`config.mk`:
```
export PLATFORM = sky130hd
export DESIGN_NAME = restoring_divider
export DESIGN_NICKNAME = d
export VERILOG_FILES = /design/src/rtl/restoring_divider.sv
export SDC_FILE = /design/constraint.sdc
export NUM_CORES = 1
export LEC_CHECK = 0
export ABC_AREA = 1
export CAP_MARGIN = 20
export CORE_UTILIZATION = 35
export CTS_CLUSTER_DIAMETER = 100
export CTS_CLUSTER_SIZE = 28
export DETAILED_ROUTE_END_ITERATION = 10
export PLACE_DENSITY_LB_ADDON = 0.2
export RECOVER_POWER = 50
export SLEW_MARGIN = 40
export SYNTH_ARGS = -nofsm -noshare
export SYNTH_HDL_FRONTEND = slang
export SYNTH_SLANG_ARGS = --single-unit
```
`constraint.sdc`:
```
create_clock -name clk -period 2.85 [get_ports clk]
set_input_delay 0.7125 -clock clk [delete_from_list [all_inputs] [get_ports clk]]
set_output_delay 0.7125 -clock clk [all_outputs]
set_load 0.01 [all_outputs]
```
`src/rtl/restoring_divider.sv`:
```
// Sequential restoring divider: one quotient bit per clock, DW-bit dividend by VW-bit divisor.
// Optional DIV_ZERO_FLAG_EN macro adds the div_by_zero output.
module restoring_divider #(
  parameter int DW = 10,
  parameter int VW = 5
) (
  input  logic          clk,
  input  logic          rst,
  input  logic          in_valid,
  output logic          in_ready,
  input  logic [DW-1:0] dividend,
  input  logic [VW-1:0] divisor,
  output logic          out_valid,
  input  logic          out_ready,
  output logic [DW-1:0] quotient,
  output logic [VW-1:0] remainder
`ifdef DIV_ZERO_FLAG_EN
  ,
  output logic          div_by_zero
`endif
);

  localparam int CW = $clog2(DW + 1);

  typedef enum logic [1:0] {IDLE, BUSY, DONE} state_t;

  state_t        state;
  logic [CW-1:0] count;
  logic [VW:0]   rem_acc;
  logic [DW-1:0] quo_acc;
  logic [VW-1:0] dvs;
  logic          dz_flag;
  logic [VW+DW:0] step_res;

  // One restoring step: shift in the next dividend bit, trial-subtract,
  // keep the difference only when it did not borrow.
  function automatic logic [VW+DW:0] div_step(
    input logic [VW:0]   r,
    input logic [DW-1:0] q,
    input logic [VW-1:0] d
  );
    logic [VW:0]   rs;
    logic [VW+1:0] t;
    rs = {r[VW-1:0], q[DW-1]};
    t  = {1'b0, rs} - {2'b00, d};
    if (!t[VW+1])
      div_step = {t[VW:0], q[DW-2:0], 1'b1};
    else
      div_step = {rs, q[DW-2:0], 1'b0};
  endfunction

  always_comb begin
    step_res = div_step(rem_acc, quo_acc, dvs);
  end

  always_ff @(posedge clk) begin
    if (rst) begin
      state     <= IDLE;
      in_ready  <= 1'b1;
      out_valid <= 1'b0;
      quotient  <= '0;
      remainder <= '0;
      count     <= '0;
      rem_acc   <= '0;
      quo_acc   <= '0;
      dvs       <= '0;
      dz_flag   <= 1'b0;
    end else begin
      case (state)
        IDLE: begin
          if (in_valid && in_ready) begin
            dvs      <= divisor;
            quo_acc  <= dividend;
            rem_acc  <= '0;
            count    <= CW'(DW);
            in_ready <= 1'b0;
            if (divisor == '0) begin
              state     <= DONE;
              out_valid <= 1'b1;
              quotient  <= '1;
              remainder <= '0;
              dz_flag   <= 1'b1;
            end else begin
              state <= BUSY;
            end
          end
        end
        BUSY: begin
          rem_acc <= step_res[VW+DW:DW];
          quo_acc <= step_res[DW-1:0];
          count   <= count - CW'(1);
          if (count == CW'(1)) begin
            state     <= DONE;
            out_valid <= 1'b1;
            quotient  <= step_res[DW-1:0];
            remainder <= step_res[VW+DW-1:DW];
          end
        end
        DONE: begin
          // Result registers hold until the consumer takes them.
          if (out_ready) begin
            state     <= IDLE;
            out_valid <= 1'b0;
            in_ready  <= 1'b1;
            dz_flag   <= 1'b0;
          end
        end
        default: begin
          state    <= IDLE;
          in_ready <= 1'b1;
        end
      endcase
    end
  end

`ifdef DIV_ZERO_FLAG_EN
  assign div_by_zero = dz_flag;
`endif

endmodule

```
==> results.txt, run 1 <==
----------------------------------------------------
[Detailed routing]
  Antenna Nets Post-Route ... 0
  Total vias in the final route ... 1856
  Post-detailed-routing wire length ... 4850 um
  Avg WL per Cell ... about 13 um
  Detailed-route vias per instance ... 4.80
  First-pass iteration count of the detailed router ... 6
  Drt first-iter violations ... between 90 and 100
  Remaining routing DRC violations ... 0

[Power]
  Power Dens Cells ... 883 nW/um2
  Clock power frac ... between 20% and 30%
  Internal portion of total power ... 1.42 mW
  Leakage dissipation ... approximately 1.2 nW
  Net switching power figure ... slightly below 0.9 mW
  Sequential Power Share ... between 30% and 40%
  Combinational power share ... between 40% and 50%
  Switching Share ... a little under two fifths
  Highest ir drop seen on vdd ... about 380 uV

[Floorplanning]
  Starting Density ... approximately 37%
  Floorplan die width ... 79.7 um
  Num ports ... 36
  Height of the die ... ~80 um
  Number of cell rows ... 27
  Die area ... approximately 6400 um2
  Area of the placeable core ... about 5700 um2

[Synthesis]
  Synthesized netlist net count ... around 310
  Share of Yosys cell area claimed by the top area cell type ... 40.7%
  Synth Register Bits ... 43
  Gate Count Post-Synth ... 281
  Synth unique cells ... 28
  Post-synthesis share of cell area spent on and, or, nand and nor gates ... between 20% and 30%
  Synthesized-area fraction occupied by xor and xnor cells ... less than 1%
  Cell taking the most area after synthesis ... dfxtp_1
  Arithmetic-cell share of the synthesized area counting full adders, half adders and majority gates ... just over 5%
  Compound-Gate Fraction of Synth Area ... 15.6%
  Number of flops mapped to enable cells by yosys ... 0
  Total number of yosys warnings ... 0
  Syn Area/Cell ... roughly 7.5 um2
  Async set or reset register ratio after synthesis ... 0%
  Leading register cell type out of synthesis ... dfxtp_1
  Synth area leaders ... dfxtp_1 (41%), nand2_1 (8.3%), nor2_1 (6.6%)
  Share of synthesized area spent on multiplexers ... 0%
  Dominant combinational cell family by area after synthesis ... simple AND/OR/NAND/NOR gates
  Synth Cell Area ... approximately 2100 um2
  Fraction of the yosys area taken by sequential cells ... between 40% and 50%

[STA]
  Worst clock skew on the final layout ... between 7 and 8 ps
  Share of the clock period used by the worst path after layout ... roughly four fifths
  RSZ-0062 raised after global routing ... false
  Maximum operating frequency ... around 0.43 GHz
  Post-layout minimum cycle time ... 2330 ps
  Setup total negative slack ... 0 ps
  Final number of setup-violating endpoints ... 0
  Final Hold Viols ... 0
  Transition time at the pin with the least slew margin ... about 820 ps
  Rel. slew slack ... about 45%
  Final Slew Violations ... 0

[Finish]
  Relative area change from synthesis to final layout ... 23.0%
  Inserted Diodes ... 0
  Utilization of the core after routing ... about 46%
  Final net count ... roughly 340
  Share of post-route cells with drive strength above 1 ... about 11%
  Final Non-Filler Cells ... a little under 400

[GRT]
  Vias in the first global route ... between 1500 and 2000
  Initial antenna violation count ... 0
  Remaining global-route overflow ... 0
  Global-route wire length before repair ... ~8300 um
  Combined global-route utilization of all metal layers ... 16.9%
  Largest net degree at the start of global routing ... 28

[Place]
  Count of input and output buffers ... 35
  Final HPWL DP ... approximately 3400 um
  RePlAce Congestion ... just under 0.8
  DP Cell Count ... ~380

[Flow run]
  Max-capacitance violation count ... 0

[Critical path]
  Capturing element type of the critical path ... flop
  Worst setup path category ... in2reg
  CP arrival ... about 2600 ps
  Critical-path maximum fanout ... 16
  Worst EP required ... ~3100 ps
  Category of the worst setup path launch point ... input port

[Clocking]
  Clock transition at the registers of the reported paths ... roughly 80 ps
  Post-CTS setup buffer count ... 0
  Count of instances resized after the clock tree is built ... 0
  Number of buffers on the longest clock path ... 2
  Sinks on Clock Net ... 43
  Clock insertion delay at the later pin of the skew report ... roughly 300 ps
  Number of buffers inserted by hold repair at cts ... 0
  Buffer type at the clock tree root ... clkbuf_8
  H-tree depth ... 2
  TritonCTS clock tree ... yes
  Clock buffer count from CTS ... 5

[Status]
  Outcome ... completed

[Hold path]
  Worst min-delay path class ... reg2reg

----------------------------------------------------
==> cell usage in the layout (no fill, tap or decap) <==
cell / netlist / routed
or2_2: 10 / 10
inv_2: 3 / 3
a21oi_1: 20 / 20
a21oi_2: 1 / 1
o211ai_1: 11 / 11
nor3_1: 1 / 2
dlygate4sd3_1: 0 / 17
ha_1: 7 / 7
clkbuf_8: 0 / 6
bufinv_16: 0 / 1
clkdlybuf4s50_1: 0 / 18
buf_4: 2 / 2
fa_1: 1 / 1
dfxtp_1: 43 / 43
nor2_1: 37 / 37
o21ai_0: 16 / 16
clkinv_2: 0 / 1
inv_4: 1 / 1
nand4_1: 8 / 8
nand2_1: 47 / 49
xnor2_1: 1 / 1
inv_1: 30 / 30
nand2_2: 3 / 2
nand3_1: 17 / 17
nor2_4: 3 / 3
a211oi_1: 2 / 2
o21ai_2: 5 / 5
nand2_4: 2 / 1
==> stage by stage <==
stage	setup slack, ps	area (um2)	hold slack [ps]	total power, mW
5_1_grt	276	2600	486	2.50
3_3_place_gp	513	2500	449	1.85
6_report	518	2600	467	2.29
4_1_cts	768	2620	464	2.36
2_1_floorplan	1080	2110	433	1.58
3_5_place_dp	528	2500	452	1.86
==> final timing paths <==
| path | startpoint | to | slack, ps | cells after the start |
|---|---|---|---|---|
| worst max-delay path | in_valid | quo_acc[7] | 520 | 7 |
| worst min-delay path | quo_acc[3] | quo_acc[3] | 470 | 2 |
| worst max register to register | quo_acc[9] | remainder[1] | 730 | 12 |
| worst min register to register | quo_acc[3] | quo_acc[3] | 470 | 2 |
==> cells in the mapped netlist (3+ instances only) <==
master,n
nand2_2,3
o21ai_2,5
ha_1,7
nand4_1,8
o211ai_1,11
or2_2,10
dfxtp_1,43
nand2_1,47
inv_2,3
nor2_1,37
clkbuf_1,4
nor2_4,3
o21ai_0,16
inv_1,30
nand3_1,17
a21oi_1,20
==> kinds of logic (layout without fill, tap and decap cells) <==
| logic type | after synthesis | after routing |
|---|---|---|
| AOI/OAI and AO/OA | 55 | 55 |
| xor gates and xnor gates | 1 | 1 |
| adders and majority gates | 8 | 8 |
| buffers and inverters | 45 | 79 |
| DFF | 43 | 43 |
| and+or+nand+nor | 129 | 129 |
==> worst max-delay path, stage by stage <==
cell and delay (ps):
clkdlybuf4s50_1 460, nand2_1 70, nor3_1 640, nor2_4 210, inv_2 230, o211ai_1 120, a21oi_1 130
==> registers in the layout, summed over array words and instances, names as in the netlist, 2 cells and up <==
name and cells:
quo_acc 10, quotient 10, dvs 5, rem_acc 5, remainder 5, count 4, state 2
==> layer usage <==
metal	track usage [%]	part of all wire (%)	up-vias
li1	-	-	983
met1	21.8	49	834
met2	27.9	46	32
met3	2.74	2.9	7
met4	6.55	1.6	0
met5	0	0	-
==> area by class of cell <==
class	instances	area, um2
Tap cell	72	90.1
Clock buffer	6	82.6
Clock inverter	2	35.0
Fill cell	606	3080
Multi-Input combinational cell	193	1030
Sequential cell	43	861
Inverter	34	130
Timing Repair Buffer	37	365
==> power groups by stage <==
stage	Combinational (mW)	Clock [mW]	Sequential [mW]
2_1_floorplan	0.699	0	0.878
3_3_place_gp	0.991	0	0.862
3_5_place_dp	1.00	0	0.863
4_1_cts	1.00	0.509	0.850
5_1_grt	1.10	0.534	0.866
6_report	0.953	0.499	0.842
Power figures use the tool's default switching activity.
==> run 2: changes to the inputs <==
Clock period 2.85 ns to 1.9 ns, I/O delays scaled along.
==> run 2 against run 1 <==
Compared with the run above: via count increased by 2.9%; wire length rose by 1.5%; register-to-register slack got worse by 530 ps; critical path type unchanged; largest power group unchanged; critical path depth unchanged; sequential power increased by 51%; clock power grew 18%; largest cell class unchanged; clock-buffer cell count unchanged; highest routed layer unchanged; non-clock buffer count grew 13; critical endpoint is now quo_acc[3]; die area did not move.
==> results.txt, run 2 (synthesis results as in run 1) <==
----------------------------------------------------
[Power]
  Leakage dissipation ... 1.20 nW (was 1.18 nW)
  Power Dens Cells ... 1300 nW/um2 (was 883 nW/um2)
  Highest ir drop seen on vdd ... 544 uV (was 378 uV)

[STA]
  Final number of setup-violating endpoints ... 0 (unchanged)
  RSZ-0062 raised after global routing ... false (unchanged)
  Worst clock skew on the final layout ... 10.3 ps (was 7.75 ps)
  Maximum operating frequency ... 0.569 GHz
  Transition time at the pin with the least slew margin ... 383 ps (was 821 ps)
  Final Slew Violations ... 0 (unchanged)
  Crit path setup slack, layout ... 144 ps (was 518 ps)
  Post-layout minimum cycle time ... roughly 1800 ps
  Hold_ws ... 464 ps (was 467 ps)
  Share of the clock period used by the worst path after layout ... around 92%
  Rel. slew slack ... 74.4% (was 44.9%)
  Final Hold Viols ... 0 (unchanged)

[Finish]
  Utilization of the core after routing ... 47.5% (was 45.8%)
  Relative area change from synthesis to final layout ... 27.5% (was 23.0%)
  Commonest cells after routing, fill and taps aside ... nand2_1 (46), dfxtp_1 (43), nor2_1 (39), inv_1 (31), clkdlybuf4s50_1 (31) (was nand2_1 (49), dfxtp_1 (43), nor2_1 (37), inv_1 (30), a21oi_1 (20))
  Share of post-route cells with drive strength above 1 ... 14.0% (was 11.4%)
  Largest registers ranked by flip-flop count ... quo_acc: 10 flops, quotient: 10 flops (unchanged)
  Final net count ... 354 (was 341)
  Area occupied by registers ... 861 um2 (unchanged)
  Inserted Diodes ... 0 (unchanged)
  Multi-input gate area ... 1050 um2 (was 1030 um2)
  Number of fillers in the final layout ... 587 (was 606)
  Commonest non-fill, non-tap cell in the layout ... nand2_1 (unchanged)

[Detailed routing]
  Antenna Nets Post-Route ... 0 (unchanged)
  Remaining routing DRC violations ... 0 (unchanged)
  Avg WL per Cell ... 12.3 um (was 12.5 um)
  Drt first-iter violations ... 92 (was 95)
  First-pass iteration count of the detailed router ... 4 (was 6)
  Detailed-route vias per instance ... 4.78 (was 4.80)
  Post-detailed-routing wire length ... 4930 um (was 4850 um)
  Total vias in the final route ... 1910 (was 1856)

[Floorplanning]
  Die area ... 6350 um2 (unchanged)
  Floorplan die width ... 79.7 um (unchanged)
  Starting Density ... 37.2% (unchanged)
  Height of the die ... 79.7 um (unchanged)
  Num ports ... 36 (unchanged)
  Area of the placeable core ... 5680 um2 (unchanged)
  Number of cell rows ... 27 (unchanged)

[Clocking]
  Clock insertion delay at the later pin of the skew report ... 300 ps (about the same)
  TritonCTS clock tree ... yes (unchanged)
  Number of buffers inserted by hold repair at cts ... 0 (unchanged)
  Sinks on Clock Net ... 43 (unchanged)
  Number of buffers on the longest clock path ... 2 (unchanged)
  H-tree depth ... 2 (unchanged)
  Clock transition at the registers of the reported paths ... 90 ps (was 80 ps)
  Buffer type at the clock tree root ... clkbuf_8 (unchanged)
  Post-CTS setup buffer count ... 0 (unchanged)
  Clock buffer count from CTS ... 5 (unchanged)

[Critical path]
  Critical-path maximum fanout ... 11 (was 16)
  CP arrival ... 1990 ps (was 2560 ps)
  Start point of the critical path ... in_valid (unchanged)
  Worst reg-to-reg setup slack ... 200 ps (was 730 ps)
  Beginning of the worst register-to-register path ... quo_acc[9] (unchanged)
  Worst EP required ... 2140 ps (was 3080 ps)
  Worst setup path category ... in2reg (unchanged)
  Capturing element type of the critical path ... flop (unchanged)
  Category of the worst setup path launch point ... input port (unchanged)

[Place]
  Final HPWL DP ... 3580 um (was 3440 um)
  Count of input and output buffers ... 35 (unchanged)
  RePlAce Congestion ... 0.775 (was 0.774)
  Dpl ws ... -57.6 ps (was 528 ps)

[GRT]
  Global-route wire length before repair ... 8090 um (was 8260 um)
  Combined global-route utilization of all metal layers ... 16.8% (was 16.9%)
  Vias in the first global route ... 1759 (was 1760)
  Remaining global-route overflow ... 0 (unchanged)
  Initial antenna violation count ... 0 (unchanged)
  Largest net degree at the start of global routing ... 20 (was 28)

[Status]
  Outcome ... completed (unchanged)

[Flow run]
  Max-capacitance violation count ... 0 (unchanged)

[Hold path]
  Worst min-delay path class ... reg2reg (unchanged)
  Launch instance of the worst min-delay path ... quo_acc[5] (was quo_acc[3])

----------------------------------------------------
==> run 2: cell types whose count changed in the layout (fill, tap and decap cells not counted), sizes merged <==
| cell | change |
|---|---|
| dlygate4sd3 | -13 |
| clkdlybuf4s50 | +13 |
| clkinvlp | +1 |
| buf | +10 |
| bufinv | -1 |
| clkbuf | +3 |
==> run 2: area by class of cell <==
cell class                 count  area share (%)
tap                           72            3.34
multi-input combinational    193            38.9
sequential                    43            32.0
timing repair buffer          50            17.8
clock buffer                   6            2.69
clock inverter                 2           0.464
inverter                      34            4.83
==> run 2: metrics by stage <==
step                      setup TNS, ps  cell area (um2)  instances  total power, mW
after global routing                  0             2690        400             3.80
final                                 0             2690        400             3.51
after CTS                             0             2720        400             3.57
after global placement            -58.6             2630        392             2.94
after floorplan                       0             2110        281             2.37
after detailed placement           -311             2630        392             2.97
==> run 2: worst max-delay path, stage by stage <==
cell             delay, ps
clkdlybuf4s50_1        450
nand2_1                100
nor3_4                 190
nor2_1                 130
inv_1                  320
o211ai_1               160
a21oi_1                160
==> run 2: worst paths after layout <==
| check | depth (start not counted) | end |
|---|---|---|
| max reg2reg | 11 | remainder[4] |
| min | 2 | quo_acc[5] |
| max | 7 | quo_acc[3] |
| min reg2reg | 2 | quo_acc[5] |
==> run 2: timing repair <==
item                       4_1_cts  5_1_grt
pin swaps                        0        1
gates resized for setup          1        4
setup endpoints to repair        9       10
gates cloned                     0        0
==> run 2: layer usage <==
| layer | routed length (um) | global-route usage [%] | share of wire, % | vias up |
|---|---|---|---|---|
| li1 | - | - | - | 1008 |
| met2 | 2290 | 26.2 | 47 | 29 |
| met5 | 0 | 0 | 0 | - |
| met1 | 2440 | 22.2 | 49 | 869 |
| met4 | 72 | 7.09 | 1.5 | 0 |
| met3 | 123 | 3.77 | 2.5 | 4 |
==> run 2: power by group <==
part           internal (mW)  total, mW  switching, mW
logic                  0.734       1.65          0.913
clock network          0.258      0.590          0.332
registers               1.14       1.27          0.134
total                   2.13       3.51           1.38
